File: src/rtl/srl16_fifo.sv
// -----------------------------------------------------------------------------
// srl16_fifo
//   Small synchronous FIFO built on WIDTH parallel 16-deep addressable shift
//   registers (one SRLC16E-style column per data bit). This module is the
//   control stage around those columns. It produces the shift enable and the
//   read address, and it presents the addressed word at the output.
//   New words always enter position 0. The oldest word sits at position cnt-1.
//
//   Default build: first-word fall-through, depth 16, and 1-edge latency from
//   write to EMPTY=0. DOUT is read combinationally from the shift registers.
//
//   Optional build macro SRL16_FIFO_OREG_EN adds a registered output stage
//   with its own valid bit. This gives depth 17 and 2-edge first-word latency.
//
// Parameters
//   WIDTH     data width in bits
//   AF_LEVEL  ALMOST_FULL asserts when LEVEL >= AF_LEVEL (1..16)
//
// Ports
//   CLK          clock, rising edge
//   RST_N        asynchronous active-low reset
//   WR_EN, DIN   write request and data
//   FULL         write would be dropped
//   ALMOST_FULL  LEVEL >= AF_LEVEL
//   RD_EN        read request / acknowledge of DOUT
//   DOUT         head-of-FIFO data, valid while EMPTY=0
//   EMPTY        no data at DOUT
//   LEVEL        words held
// -----------------------------------------------------------------------------
module srl16_fifo #(
  parameter int WIDTH    = 8,
  parameter int AF_LEVEL = 12
) (
  input  logic             CLK,
  input  logic             RST_N,
  input  logic             WR_EN,
  input  logic [WIDTH-1:0] DIN,
  output logic             FULL,
  output logic             ALMOST_FULL,
  input  logic             RD_EN,
  output logic [WIDTH-1:0] DOUT,
  output logic             EMPTY,
  output logic [4:0]       LEVEL
);

  logic [WIDTH-1:0] srl [16];   // srl[0] is the newest word
  logic [4:0]       cnt;        // words held in the shift registers, 0..16
  logic [4:0]       cnt_next;
  logic [3:0]       rd_addr;
  logic [WIDTH-1:0] srl_q;
  logic             wr_acc;
  logic             rd_acc;
  logic             srl_pop;    // a word leaves the shift registers this edge

  assign FULL    = (cnt == 5'd16);
  assign wr_acc  = WR_EN & ~FULL;
  assign rd_acc  = RD_EN & ~EMPTY;
  // When cnt is 0 the address wraps to 15. That is harmless because the word
  // read there is never used.
  assign rd_addr = 4'(cnt - 5'd1);
  assign srl_q   = srl[rd_addr];

  // NOTE: the storage has no reset. A reset only clears the counter, so any
  // stale words become unreachable. Keeping the reset off the storage lets it
  // map onto reset-less shift-register primitives.
  always_ff @(posedge CLK) begin
    if (wr_acc) begin
      srl[0] <= DIN;
      for (int i = 1; i < 16; i++) begin
        srl[i] <= srl[i-1];
      end
    end
  end

`ifdef SRL16_FIFO_OREG_EN
  logic [WIDTH-1:0] oreg;
  logic             oreg_v;

  // The output register pulls the oldest stored word whenever it is empty or
  // is being drained. This pull is the storage read for the counter.
  assign srl_pop = (cnt != 5'd0) && (!oreg_v || rd_acc);

  always_ff @(posedge CLK or negedge RST_N) begin
    if (!RST_N) begin
      oreg_v <= 1'b0;
    end else if (srl_pop) begin
      oreg_v <= 1'b1;
    end else if (rd_acc) begin
      oreg_v <= 1'b0;
    end
  end

  // The data half of the output register is not reset. Its validity is
  // carried by oreg_v alone.
  always_ff @(posedge CLK) begin
    if (srl_pop) begin
      oreg <= srl_q;
    end
  end

  assign DOUT  = oreg;
  assign EMPTY = ~oreg_v;
  assign LEVEL = cnt + {4'd0, oreg_v};
`else
  assign srl_pop = rd_acc;
  assign DOUT    = srl_q;
  assign EMPTY   = (cnt == 5'd0);
  assign LEVEL   = cnt;
`endif

  assign ALMOST_FULL = (LEVEL >= 5'(AF_LEVEL));

  // A push and a pop on the same edge leave the address unchanged. The shift
  // moves the next-oldest word into that slot.
  // NOTE: default the output first so that every path assigns it and no latch
  // is inferred.
  always_comb begin
    cnt_next = cnt;
    if (wr_acc && !srl_pop) begin
      cnt_next = cnt + 5'd1;
    end else if (!wr_acc && srl_pop) begin
      cnt_next = cnt - 5'd1;
    end
  end

  // NOTE: sequential state uses non-blocking assignments, so every flop
  // samples the values from before the edge.
  always_ff @(posedge CLK or negedge RST_N) begin
    if (!RST_N) begin
      cnt <= 5'd0;
    end else begin
      cnt <= cnt_next;
    end
  end

endmodule

File: config.mk
export PLATFORM = sky130hd
export DESIGN_NAME = srl16_fifo
export DESIGN_NICKNAME = d
export VERILOG_FILES = /design/src/rtl/srl16_fifo.sv
export SDC_FILE = /design/constraint.sdc
export NUM_CORES = 1
export LEC_CHECK = 0
export CAP_MARGIN = 5
export CORE_MARGIN = 8
export CORE_UTILIZATION = 50
export CTS_CLUSTER_DIAMETER = 80
export DETAILED_ROUTE_END_ITERATION = 10
export PLACE_DENSITY_LB_ADDON = 0.1
export SYNTH_ARGS = -nofsm -noshare
export SYNTH_HDL_FRONTEND = slang
export SYNTH_SLANG_ARGS = --single-unit
File: constraint.sdc
create_clock -name CLK -period 14.4 [get_ports CLK]
set_input_delay 2.88 -clock CLK [delete_from_list [all_inputs] [get_ports CLK]]
set_output_delay 2.88 -clock CLK [all_outputs]
set_load 0.02 [all_outputs]
==> results.yml <==
run:
  maxCapViolations: 0
synth:
  synth_fp_nets: 261
  synth_cell_types: 28
  ys_ff_latch: 133
  synth_cells: 246
  synth_area_mm2: 0.00539
  synth_edf_count: 128
  syn_avg_cell_area_um2: 21.9
  synthFlopType: "edfxtp_1"
  ys_async_sr_fraction: 0.0376
  yosysWarnings: 0
  ys_seq_area_frac: 0.736
timing:
  fmax_mhz: 141
  worstMarginPinSlew_ps: 923
  timing.final.hold_violations: 0
  finalSetupViolCount: 0
  rsz0062_at_grt: "no"
  min_period_over_period: 0.493
  period_needed_ps: 7100
  drv_slew: 0
  max-slew-margin-rel: 0.384
  finClkSkew_ps: 6.86
  setup_tns_ps: 0
grt:
  grt_max_degree: 76
  grt-ovfl-total: 0
  grt_pass1_wl_mm: 13.6
  track_usage: 0.126
  antenna_found_initial: 0
  grt_pass1_vias: 2499
hold_path:
  worstHoldStart: "srl[8][4]$_DFFE_PP_"
  hold_class: "reg -> reg"
clock_tree:
  cts_buffer_depth: 2
  root_buffer: "clkbuf_8"
  clkSlewWorstSetupHoldPaths_ps: 50
  cts_hold_buffers: 0
  cts_num_sinks: 133
  postCtsSetupBuffers: 0
  cts_tree: "yes"
  htreeDepth: 4
  cts.repair.resized: 0
  cts_buffers: 17
  clkLatencyLatePin_ps: 520
detailed_routing:
  drt_first_pass_iters: 5
  ant_nets: 0
  vias_per_cell: 5.45
  wl_per_cell_um: 19.1
  routed_wirelength_mm: 8.34
  drtIter0Drc: 135
  vias: 2381
  drc: 0
power_and_ir_drop:
  p_leak_nw: 2.27
  power_density_mw_per_mm2: 240
  peakVddDrop_mv: 0.138
setup_path:
  critPathMaxFanout: 55
  crit_arrival_ps: 4220
  cp-startpoint: "LEVEL[0]$_DFFE_PN0P_"
  critical_path_class: "reg -> out"
  crit_required_ps: 11520
  r2r_slack_ps: 10710
  cp-end-kind: "output pin"
  r2r_start: "LEVEL[0]$_DFFE_PN0P_"
  cp-start-kind: "flip-flop"
placement:
  dp_hpwl_mm: 4.82
  gp_congestion: 0.741
  place.port_buffers: 27
layout:
  diodes: 0
  layout.nets: 300
  final_common_cell: "edfxtp_1"
  syn2layout_area_growth_pct: 16.2
  most-common-layout-cells: "128 x edfxtp_1, 49 x mux2i_1, 27 x clkdlybuf4s50_1, 16 x clkbuf_16, 15 x mux4_2"
  drive_gt1_frac: 0.158
  fin_util: 0.586
floorplan:
  core-area_mm2: 0.0107
  initial_utilization: 0.504
  die_w_um: 120
  die-area_mm2: 0.0144
  die_y_um: 120
  io_pins: 28
  rows: 38
run_status:
  outcome: "finished clean"
[metrics by stage]
step	area [um^2]	total power [mW]	setup WS, ps	hold slack, ps	std cells
2_1_floorplan	5390	0.983	4500	417	246
3_5_place_dp	5750	1.14	7750	427	406
4_1_cts	6270	1.53	7180	439	437
3_3_place_gp	5750	1.14	7800	424	406
5_1_grt	6270	1.58	7030	444	437
6_report	6270	1.51	7300	435	437
[where the power goes]
group,leakage [nW],internal (mW),switching (mW),total [mW]
combinational,0.711,0.292,0.294,0.585
sequential,1.31,0.500,0.0377,0.537
clock,0.253,0.243,0.142,0.384
total,2.27,1.03,0.473,1.51
[worst max-delay path, stage by stage, from the launching register on]
cell	delay [ps]
dfrtp_2	330
buf_4	700
inv_1	130
ha_1	330
xor2_4	690
mux4_1	640
mux2i_1	190
clkdlybuf4s50_1	640
[sequential cells by signal (all words and copies together), names as in the netlist]
| signal | count |
|---|---|
| srl | 128 |
| LEVEL | 5 |
[final timing paths]
kind,end,depth (start not counted)
max,DOUT[3],7
min reg2reg,srl[9][4]$_DFFE_PP_,0
max in group asynchronous,LEVEL[0]$_DFFE_PN0P_,1
min in group asynchronous,LEVEL[4]$_DFFE_PN0P_,1
min,srl[9][4]$_DFFE_PP_,0
max reg2reg,srl[6][2]$_DFFE_PP_,7
[cell type report]
class	count	area, um^2
fillers	810	4430
clock inverters	7	81.3
multi-input cells	100	1290
inverters	2	7.51
flip-flops and latches	133	3970
well taps	140	175
repair buffers	31	300
clock buffers	24	440
[synth_stat cells (2+ instances only)]
library cell,number,area (um^2)
nor2_1,3,11.3
mux4_2,15,338
clkbuf_8,2,27.5
mux4_1,9,236
ha_1,3,37.5
xor2_1,4,35.0
nand2_1,2,7.51
dfrtp_1,5,125
mux2i_1,49,490
a21oi_1,2,10.0
buf_8,2,30.0
buf_6,4,45.0
o21ai_0,2,10.0
inv_1,2,7.51
edfxtp_1,128,3840
nand4_1,2,12.5
[cells by family after synthesis]
| family | share of synthesized area |
|---|---|
| compound gates | 0.00534 |
| xor+xnor | 0.0162 |
| fa+ha+maj | 0.00696 |
| buf+inv | 0.0257 |
| flops | 0.736 |
| mux | 0.197 |
| simple gates | 0.0125 |
[layer usage]
layer,GRT usage,part of all wire
met3,0.0423,0.034
met1,0.176,0.50
met2,0.167,0.44
met4,0.0726,0.019
met5,0,0
Note: power is estimated with default switching activity, not from simulation.
